<file path="config.mk">
export PLATFORM = sky130hd
export DESIGN_NAME = nibble_serial_alu
export DESIGN_NICKNAME = d
export VERILOG_FILES = /design/src/rtl/nibble_serial_alu.sv
export SDC_FILE = /design/constraint.sdc
export NUM_CORES = 1
export LEC_CHECK = 0
export ABC_AREA = 0
export CAP_MARGIN = 10
export CORE_AREA = 5 5 89 100
export DETAILED_ROUTE_END_ITERATION = 6
export DIE_AREA = 0 0 94 105
export GPL_TIMING_DRIVEN = 1
export PLACE_DENSITY = 0.64
export REMOVE_ABC_BUFFERS = 1
export SYNTH_ARGS = -nofsm -noshare
export SYNTH_HDL_FRONTEND = slang
export SYNTH_SLANG_ARGS = --single-unit
</file>
<file path="constraint.sdc">
create_clock -name clk -period 3.5 [get_ports clk]
set_input_delay 0.875 -clock clk [delete_from_list [all_inputs] [get_ports clk]]
set_output_delay 0.875 -clock clk [all_outputs]
set_load 0.02 [all_outputs]
</file>
<file path="src/rtl/nibble_serial_alu.sv">
// nibble_serial_alu: add/subtract one 4-bit carry-lookahead slice per cycle, NIBBLES cycles per operation
module nibble_serial_alu #(
    parameter int NIBBLES = 4
) (
    input  logic                 clk,
    input  logic                 rst_n,
    input  logic                 start,
    input  logic                 op,
    input  logic [4*NIBBLES-1:0] a,
    input  logic [4*NIBBLES-1:0] b,
    output logic                 busy,
    output logic                 done,
    output logic [4*NIBBLES-1:0] result,
    output logic                 cout,
    output logic                 ovf,
    output logic                 zero,
    output logic                 neg
);
    localparam int W  = 4 * NIBBLES;
    localparam int IW = NIBBLES > 1 ? $clog2(NIBBLES) : 1;
    typedef enum logic [1:0] {IDLE, BUSY, DONE} state_t;
    state_t         state_q, state_d;
    logic [W-1:0]   a_q, a_d, b_q, b_d, acc_q, acc_d, result_q, result_d, acc_nx;
    logic [IW-1:0]  idx_q, idx_d;
    logic           op_q, op_d, carry_q, carry_d, busy_q, busy_d, done_q, done_d;
    logic           cout_q, cout_d, ovf_q, ovf_d, zero_q, zero_d, neg_q, neg_d;
    logic [3:0]     an, bn, g, p, sum;
    logic [4:0]     c;
    always_comb begin
        an     = 4'(a_q >> {idx_q, 2'b00});
        bn     = 4'(b_q >> {idx_q, 2'b00}) ^ {4{op_q}};
        g      = an & bn;
        p      = an ^ bn;
        c[0]   = carry_q;
        c[1]   = g[0] | (p[0] & c[0]);
        c[2]   = g[1] | (p[1] & g[0]) | (p[1] & p[0] & c[0]);
        c[3]   = g[2] | (p[2] & g[1]) | (p[2] & p[1] & g[0]) | (p[2] & p[1] & p[0] & c[0]);
        c[4]   = g[3] | (p[3] & g[2]) | (p[3] & p[2] & g[1]) | (p[3] & p[2] & p[1] & g[0])
                 | ((&p) & c[0]);
        sum    = p ^ c[3:0];
        acc_nx = (acc_q & ~(W'(4'hF) << {idx_q, 2'b00})) | (W'(sum) << {idx_q, 2'b00});
    end
    always_comb begin
        state_d  = state_q;
        a_d      = a_q;
        b_d      = b_q;
        op_d     = op_q;
        idx_d    = idx_q;
        carry_d  = carry_q;
        acc_d    = acc_q;
        busy_d   = busy_q;
        done_d   = done_q;
        result_d = result_q;
        cout_d   = cout_q;
        ovf_d    = ovf_q;
        zero_d   = zero_q;
        neg_d    = neg_q;
        if (state_q == BUSY) begin
            acc_d   = acc_nx;
            carry_d = c[4];
            if (idx_q == IW'(NIBBLES - 1)) begin
                state_d  = DONE;
                busy_d   = 1'b0;
                done_d   = 1'b1;
                result_d = acc_nx;
                cout_d   = c[4];
                ovf_d    = (a_q[W-1] == (b_q[W-1] ^ op_q)) && (acc_nx[W-1] != a_q[W-1]);
                zero_d   = acc_nx == '0;
                neg_d    = acc_nx[W-1];
            end else begin
                idx_d = idx_q + 1'b1;
            end
        end else if (start) begin
            a_d     = a;
            b_d     = b;
            op_d    = op;
            idx_d   = '0;
            carry_d = op;
            state_d = BUSY;
            busy_d  = 1'b1;
            done_d  = 1'b0;
        end else begin
            state_d = IDLE;
            done_d  = 1'b0;
        end
    end
    always_ff @(posedge clk) begin
        if (!rst_n) begin
            state_q  <= IDLE;
            a_q      <= '0;
            b_q      <= '0;
            op_q     <= 1'b0;
            idx_q    <= '0;
            carry_q  <= 1'b0;
            acc_q    <= '0;
            busy_q   <= 1'b0;
            done_q   <= 1'b0;
            result_q <= '0;
            cout_q   <= 1'b0;
            ovf_q    <= 1'b0;
            zero_q   <= 1'b0;
            neg_q    <= 1'b0;
        end else begin
            state_q  <= state_d;
            a_q      <= a_d;
            b_q      <= b_d;
            op_q     <= op_d;
            idx_q    <= idx_d;
            carry_q  <= carry_d;
            acc_q    <= acc_d;
            busy_q   <= busy_d;
            done_q   <= done_d;
            result_q <= result_d;
            cout_q   <= cout_d;
            ovf_q    <= ovf_d;
            zero_q   <= zero_d;
            neg_q    <= neg_d;
        end
    end
    assign busy   = busy_q;
    assign done   = done_q;
    assign result = result_q;
    assign cout   = cout_q;
    assign ovf    = ovf_q;
    assign zero   = zero_q;
    assign neg    = neg_q;
endmodule
</file>
# After elaboration in Yosys (flattened, before gate mapping)
# Index checks and enable logic that the tools add are counted.
[word_totals]
input_bits = 36
reg_bits = 76
elab_cells = 79
[op_classes]
bitwise = 34
reduce_logical = 9
mux = 11
add_sub_neg = 1
eq_ne = 6
n_shift = 4
[op_table]
columns = ["cell", "count"]
rows = [
  ["$shr 16x4->4", 2],
  ["$and 16x16->16", 1],
  ["$logic_not 16->1", 1],
  ["$not 16->16", 1],
  ["$or 16x16->16", 1],
  ["$shl 4x4->16", 1],
  ["$shl 4x4->16 const A", 1],
  ["$and 1x1->1", 15],
  ["$xor 4x4->4", 3],
  ["$mux 2", 5],
  ["$or 1x1->1", 10],
  ["$reduce_and 2->1", 5],
  ["$mux 1", 6],
  ["$and 4x4->4", 1],
  ["$reduce_and 4->1", 1],
  ["$add 2x1->2 const B", 1],
  ["$eq 2x1->1 const B", 1],
  ["$eq 2x2->1 const B", 1],
  ["$ne 2x1->1 const B", 1],
  ["$ne 2x2->1 const B", 1],
  ["$reduce_bool 2->1", 1],
  ["$eq 1x1->1", 1],
  ["$logic_and 1x1->1", 1],
  ["$ne 1x1->1", 1],
  ["2 further kinds", 2],
]

# Depth between registers and ports, before layout
# Gate-level depths: netlist of run 1.
[logic_depth]
ltp_word = 12
mapped_depth = 11

# Worst setup path before layout of run 1
# OpenSTA, ideal clock, no wires.
[synth_path]
kind = "reg2reg"
from = "reg idx_q[1]"
to = "reg zero_q (netlist: zero)"
t_arrival_ns = 3.074
path_stages_with_launch = 12
path_buffers = 3
setup_slack_ns = 0.342
t_required_ns = 3.416
path_cell_list = "dfxtp_1 > clkbuf_1 > buf_1 > mux4_2 > xor2_1 > ha_1 > buf_2 > and4_1 > a211o_1 > a221oi_1 > nand4bb_1 > o31ai_2"
[synth_via]
elab_chain_len = 11
word_cells_on_any_way = 29
cone_classes = "eq/ne (1); shift (4); bitwise (22); reduce/logical (2)"
[synth_lines]
columns = ["element", "line_no", "source"]
rows = [
  ["start, declared", "24", "logic [IW-1:0] idx_q, idx_d;"],
  ["start signal, assigned", "108", "idx_q <= idx_d;"],
  ["$shr 16x4->4", "31", "bn = 4'(b_q >> {idx_q, 2'b00}) ^ {4{op_q}};"],
  ["$xor 4x4->4", "31", ""],
  ["$xor 4x4->4 / $and 4x4->4 (equally long branches)", "33, 32", ""],
  ["$and 1x1->1", "37", "c[3] = g[2] | (p[2] & g[1]) | (p[2] & p[1] & g[0]) | (p[2] & p[1] & p[0] & c[0]);"],
  ["$or 1x1->1 / $and 1x1->1 (equally long branches) (2 in series)", "37", ""],
  ["$or 1x1->1", "37", ""],
  ["$xor 4x4->4", "40", "sum = p ^ c[3:0];"],
  ["$shl 4x4->16", "41", "acc_nx = (acc_q & ~(W'(4'hF) << {idx_q, 2'b00})) | (W'(sum) << {idx_q, 2'b00});"],
  ["$or 16x16->16", "41", ""],
  ["$logic_not 16->1", "68", "zero_d = acc_nx == '0;"],
  ["end signal, assigned", "116", "zero_q <= zero_d;"],
  ["end, declared", "26", "logic cout_q, cout_d, ovf_q, ovf_d, zero_q, zero_d, neg_q, neg_d;"],
]
# Parallel ways exist; a longest one is shown, timed or not.
# A chain may end at the register's enable or synchronous reset.

# Worst setup path in the final report of run 1
[layout_path]
from = "reg idx_q[0]"
to = "reg zero_q (netlist: zero)"
# Same word-level chain as after synthesis.

==> run summary, run 1 <==
Worst-path fanout max - 11
Total gr overflow - 0
Critical R2R Capture - zero
Final RePlAce weighted congestion - 0.903
Worst Reg-to-Reg Cells - 9
Synth async-reset ratio - 0%
DRT iter0 DRCs - 167
Commonest non-fill, non-tap cells in the layout - nand2_1 (89), dfxtp_1 (72), clkdlybuf4s50_1 (57), a21oi_1 (40), nor2_1 (28)
Slew @ Worst Pin - 1.04 ns
Initial Util - 42.0%
Commonest non-fill, non-tap cell in the layout - nand2_1
Filler Cells Inserted - 747
Crit path capture type - flop
CTS Root Buffer Type - clkbuf_8
Maximum vdd drop - 0.000239 V
Area of the multi-input gates - 0.00166 mm2
Period Utilization, post-route - 90.5%
Post-Syn Area - 0.00326 mm2
Setup Fix Bufs, Post-CTS - 0
DR WL/cell - 13.9 um
Sequential fraction of the synthesis area - 44.3%
Die H - 105 um
TritonRoute pass-1 iters - 4
Compound-Gate Fraction of Synth Area - 18.8%
CP max stage delay - 0.53 ns
Largest net degree at the start of global routing - 36
Non-Filler Instances - 545
Post-Route WL - 7.58 mm
Worst skew pair latency - 0.34 ns
Num CTS Buffers - 9
Crit path launch - idx_q[0]
Worst hold path type - reg -> reg
Post-CTS sizing - 0
Syn Inst Count - 381
Slowest-stage cell, CP - mux4_2
CP arrival - 3.43 ns
Post-synth cell types - 49
TritonCTS clock tree - done
Via count - 2788
Die area - 0.00987 mm2
P&R area growth vs syn - 25.9%
CP Cell Sequence - buf_4, mux4_2, xor2_1, ha_1, and4_1, a211o_1, a221oi_1, nand4bb_1, o31ai_2
Cts hold-fix bufs - 0
Leakage power total - 1.54 nW
RSZ-0062 raised after global routing - false
Setup slack, reg-to-reg - 0.33 ns
Row count - 34
IO Port Bufs - 57
Synth area leaders - dfxtp_1 (44%), nand2_1 (10%), a21oi_1 (6.1%)
Number of synthesized flops with an enable pin - 0
Clock slew at reported path FFs - 0.07 ns
Post-route clock skew - 0.00657 ns
Drt drc - 0
Setup CP Type - reg -> reg
Top cell type's share of synthesized area - 44.3%
Yosys warns - 0
Initial antenna violation count - 0
Final ANT Viol Nets - 0
Die X - 94 um
Share of post-route cells with drive strength above 1 - 8.47%
Maxcap violations - 0
Multiplexer share of the synthesized area - 6.46%
Reg area - 0.00144 mm2
Startpoint types - flop
Total Neg Setup Slack - 0 ns
RR Startpoint - idx_q[0]
Synth Area in Simple Gates - 19.6%
Antenna cells - 0
PwrDens - 431 mW/mm2
Cells after DPL - 529
Max Fclk - 0.316 GHz
Synth Area in Adders - 4.07%
Vias in the first global route - 2771
Final Hold Viols - 0
Final Max Slew Viols - 0
Crit path to - zero
Final setup fails - 0
Avg Inst Size Synth - 8.54 um2
Slew headroom - 30.5%
Tot GR Track Use - 16.2%
Worst Path Required - 3.76 ns
Cell taking the most area after synthesis - dfxtp_1
H-tree level count - 3
Top FF cell, synth - dfxtp_1
Via density - 5.12
Clock Sinks - 72
First-pass GRT wire length - 12.8 mm
CTS max path bufs - 2
Outcome - completed
Post-synthesis register bit count - 72
Largest family of logic cells by synthesized area - simple AND/OR/NAND/NOR gates
Final net count - 478
Synth Area in XOR/XNOR - 2.15%
Post-layout min period - 3.17 ns
Core area - 0.00774 mm2
Detailed Place HPWL - 5.57 mm
Io pins - 58
cell type report:
class | instances | area share, %
Multi-Input combinational cell | 271 | 40.6
Sequential cell | 72 | 35.2
Timing Repair Buffer | 67 | 15.7
Clock buffer | 10 | 3.36
Tap cell | 108 | 3.30
Inverter | 11 | 1.01
Clock inverter | 6 | 0.854
through the flow:
| stage | util (%) | area, um2 | total power, mW | hold WS (ns) | setup slack [ns] |
|---|---|---|---|---|---|
| after floorplan | - | 3150 | 1.10 | 0.426 | 0.191 |
| after global placement | 50.7 | 3930 | 1.21 | 0.435 | 0.417 |
| after detailed placement | 50.7 | 3930 | 1.21 | 0.443 | 0.324 |
| after CTS | 53.0 | 4100 | 1.79 | 0.458 | 0.316 |
| after global routing | 53.0 | 4100 | 1.86 | 0.476 | 0.106 |
| final | 53.0 | 4100 | 1.77 | 0.454 | 0.332 |
state kept, by name (all words and copies together) (netlist names), 2 cells and up:
name,cells
a_q,16
state_q,2
result,16
b_q,16
idx_q,2
acc_q,13
power by group:
group	total (mW)	internal, mW	switching [mW]
clock	0.573	0.271	0.302
combinational	0.313	0.138	0.175
sequential	0.882	0.857	0.0247
synth_stat cells (2+ instances only):
cell	instances
a2111oi_0	3
a211o_1	2
a211oi_1	7
a21o_1	2
a21oi_1	40
a22o_1	4
a22oi_1	6
a32o_1	3
and2_1	2
buf_1	2
buf_2	3
clkbuf_1	21
dfxtp_1	72
ha_1	9
inv_1	10
mux2i_1	3
mux4_2	8
nand2_1	89
nand2b_1	5
nand3_1	3
nand4b_1	2
nor2_1	28
nor2b_1	2
nor3_1	6
nor4b_1	2
o21ai_0	15
o22ai_1	2
o311ai_0	2
or3_1	2
xnor2_1	2
xor2_1	6
worst max-delay path, delay by kind of cell (launching register included):
kind            cells  cell delay [ns]
compound gates      3             0.92
mux                 1             0.53
simple gates        2             0.44
flops               1             0.41
fa+ha+maj           1             0.39
buf+inv             1             0.25
xor+xnor            1             0.16
logic make-up after synthesis:
family | Yosys count
AOI/OAI and AO/OA | 95
xor gates and xnor gates | 8
adders and majority gates | 10
buffers and inverters | 38
DFF | 72
muxes | 11
and+or+nand+nor | 147
routing by layer:
layer	global-route usage (%)	vias up	share of wire [%]
met5	0	-	0
met4	6.30	0	2.5
met3	4.67	18	4.6
met2	26.0	69	48
met1	20.4	1270	45
li1	-	1431	-
worst min-delay path by stage:
stage | from | endpoint | depth (start not counted)
3_5_place_dp | result[11] | result[11] | 2
4_1_cts | a_q[6] | a_q[6] | 2
2_1_floorplan | acc_q[15] | acc_q[15] | 2
3_3_place_gp | result[2] | result[2] | 2
5_1_grt | a_q[2] | a_q[2] | 2
6_report | result[11] | result[11] | 2
No activity file was read; power rests on OpenSTA's default activity.
==> run 2: changes to the inputs <==
--- a/config.mk
+++ b/config.mk
@@ -10,6 +10,7 @@
 export CORE_AREA = 5 5 89 100
 export DETAILED_ROUTE_END_ITERATION = 6
 export DIE_AREA = 0 0 94 105
+export GPL_ROUTABILITY_DRIVEN = 0
 export GPL_TIMING_DRIVEN = 1
 export PLACE_DENSITY = 0.64
 export REMOVE_ABC_BUFFERS = 1
==> run summary, run 2 (synthesis gave the netlist of run 1 again) <==
Outcome - completed
WHS Path Cells - 2 (unchanged)
Crit path capture type - flop
Setup CP Type - reg -> reg
Post-Route WL - 7.63 mm (+0.57%)
Switching share of power - 28.0% (-0.42 points)
Die H - 105 um (unchanged)
Worst setup margin - 0.316 ns (-0.0153 ns)
Slew @ Worst Pin - 1.03 ns (-0.0136 ns)
Drt drc - 0 (unchanged)
Gate power share - 17.8% (about the same)
Post-place setup slack - 0.335 ns (+0.0100 ns)
DRT iter0 DRCs - 141 (-16%)
PwrDens - 430 mW/mm2 (-0.29%)
Final net count - 478 (unchanged)
Antenna cells - 0 (unchanged)
Total Neg Setup Slack - 0 ns (unchanged)
Final setup fails - 0 (unchanged)
Core area - 0.00774 mm2 (unchanged)
CP arrival - 3.44 ns (about the same)
P&R area growth vs syn - 25.7%
Via density - 5.09 (-0.57%)
Leakage power total - 1.54 nW (+0.13%)
Clock Power Share - 32.0% (-0.4 points)
Share of post-route cells with drive strength above 1 - 8.01% (-0.46 points)
Maxcap violations - 0 (unchanged)
Die X - 94 um (unchanged)
Hold path start - result[8]
Commonest non-fill, non-tap cell in the layout - nand2_1
Post-route clock skew - 0.00668 ns (+0.000109 ns)
Clock Sinks - 72 (unchanged)
Slew headroom - 31.4% (+0.91 points)
CP Cell Sequence - buf_4, mux4_2, xor2_1, ha_1, and4_1, a211o_1, a221oi_1, nand4bb_1, o31ai_2
Tot GR Track Use - 16.3% (+0.16 points)
Internal power - 1.27 mW (+0.11%)
Io pins - 58 (unchanged)
TritonRoute pass-1 iters - 4 (unchanged)
Total gr overflow - 0 (unchanged)
Post-layout min period - 3.18 ns (+0.0153 ns)
DR WL/cell - 14.0 um (+0.57%)
Worst Path Required - 3.76 ns (about the same)
Worst-path fanout max - 11 (unchanged)
Hold Crit Endpoint - result[8]
Final Hold Viols - 0 (unchanged)
H-tree level count - 3 (unchanged)
CP max stage delay - 0.52 ns (about the same)
Clock slew at reported path FFs - 0.07 ns (about the same)
Post-CTS sizing - 0 (unchanged)
Max Fclk - 0.314 GHz (-0.48%)
Cell family with most CP delay - compound AO/OA/AOI/OAI gates
Startpoint types - flop
Vias in the first global route - 2773 (+0.072%)
Flop pwr share - 50.2% (+0.3 points)
Commonest non-fill, non-tap cells in the layout - nand2_1 (89), dfxtp_1 (72), clkdlybuf4s50_1 (57), a21oi_1 (40), nor2_1 (28)
RR Startpoint - idx_q[0]
First-pass GRT wire length - 12.8 mm (+0.27%)
Worst hold path type - reg -> reg
Period Utilization, post-route - 91.0% (+0.44 points)
Critical R2R Capture - zero
Worst skew pair latency - 0.34 ns (about the same)
Row count - 34 (unchanged)
Via count - 2772 (-0.57%)
CTS Root Buffer Type - clkbuf_8
Worst path bufs/invs - 1 (unchanged)
Slowest-stage cell, CP - mux4_2
Largest net degree at the start of global routing - 36 (unchanged)
Die area - 0.00987 mm2 (unchanged)
Final ANT Viol Nets - 0 (unchanged)
Psw - 493 uW (-1.9%)
Num CTS Buffers - 9 (unchanged)
Setup Fix Bufs, Post-CTS - 0 (unchanged)
Setup slack, reg-to-reg - 0.32 ns (-0.02 ns)
Initial Util - 42.0% (unchanged)
IO Port Bufs - 57 (unchanged)
Cts hold-fix bufs - 0 (unchanged)
CTS max path bufs - 2 (unchanged)
Maximum vdd drop - 0.000192 V (-20%)
TritonCTS clock tree - done
Filler Cells Inserted - 759 (+1.6%)
RSZ-0062 raised after global routing - false
Final Max Slew Viols - 0 (unchanged)
Detailed Place HPWL - 5.51 mm (-1.0%)
Initial antenna violation count - 0 (unchanged)
Worst Reg-to-Reg Cells - 9 (unchanged)
[run 2: changes by cell type in the layout (fill, tap and decap cells not counted), sizes merged]
cell / delta
clkbuf: +2
clkinvlp: -2
[run 2: cell type report]
type	instances	area [um2]	area share, %
Timing Repair Buffer	67	646	15.8
Tap cell	108	135	3.30
Sequential cell	72	1440	35.2
Clock buffer	12	145	3.55
Multi-Input combinational cell	271	1660	40.7
Inverter	11	41.3	1.01
Clock inverter	4	20.0	0.489
[run 2: routing by layer]
metal  vias to the layer above  track usage [%]  wire length, um
met4                         0             7.12              197
met3                        11             4.17              259
met5                         -                0                0
met1                      1270             20.4             3560
li1                       1422                -                -
met2                        69             26.4             3610
[run 2: power by group through the flow]
stage	Clock, mW	Combinational (mW)	Sequential [mW]
floorplan	0	0.196	0.901
global placement	0	0.306	0.900
detailed placement	0	0.313	0.901
CTS	0.579	0.314	0.883
global route	0.619	0.350	0.888
finish	0.563	0.314	0.883
[run 2: tightest hold or removal path, cell delays in order, from the launching register on]
cell and delay, ns:
dfxtp_1 0.32, nand2_1 0.04, o21ai_0 0.05
[run 2: worst max path at each step]
stage,start,to,slack (ns),cells after the start
3_3_place_gp,idx_q[0],zero,0.42,9
2_1_floorplan,idx_q[0],zero,0.19,9
6_report,idx_q[0],zero,0.32,9
4_1_cts,idx_q[0],zero,0.31,9
3_5_place_dp,idx_q[0],zero,0.33,9
5_1_grt,idx_q[0],zero,0.13,9
[run 2: metrics by stage]
stage	power [mW]	cell area, um2	hold WS, ns	util, %	cells
2_1_floorplan	1.10	3150	0.426	-	354
3_3_place_gp	1.21	3930	0.434	50.7	529
3_5_place_dp	1.21	3930	0.443	50.7	529
4_1_cts	1.78	4090	0.456	52.9	545
5_1_grt	1.86	4090	0.474	52.9	545
6_report	1.76	4090	0.451	52.9	545
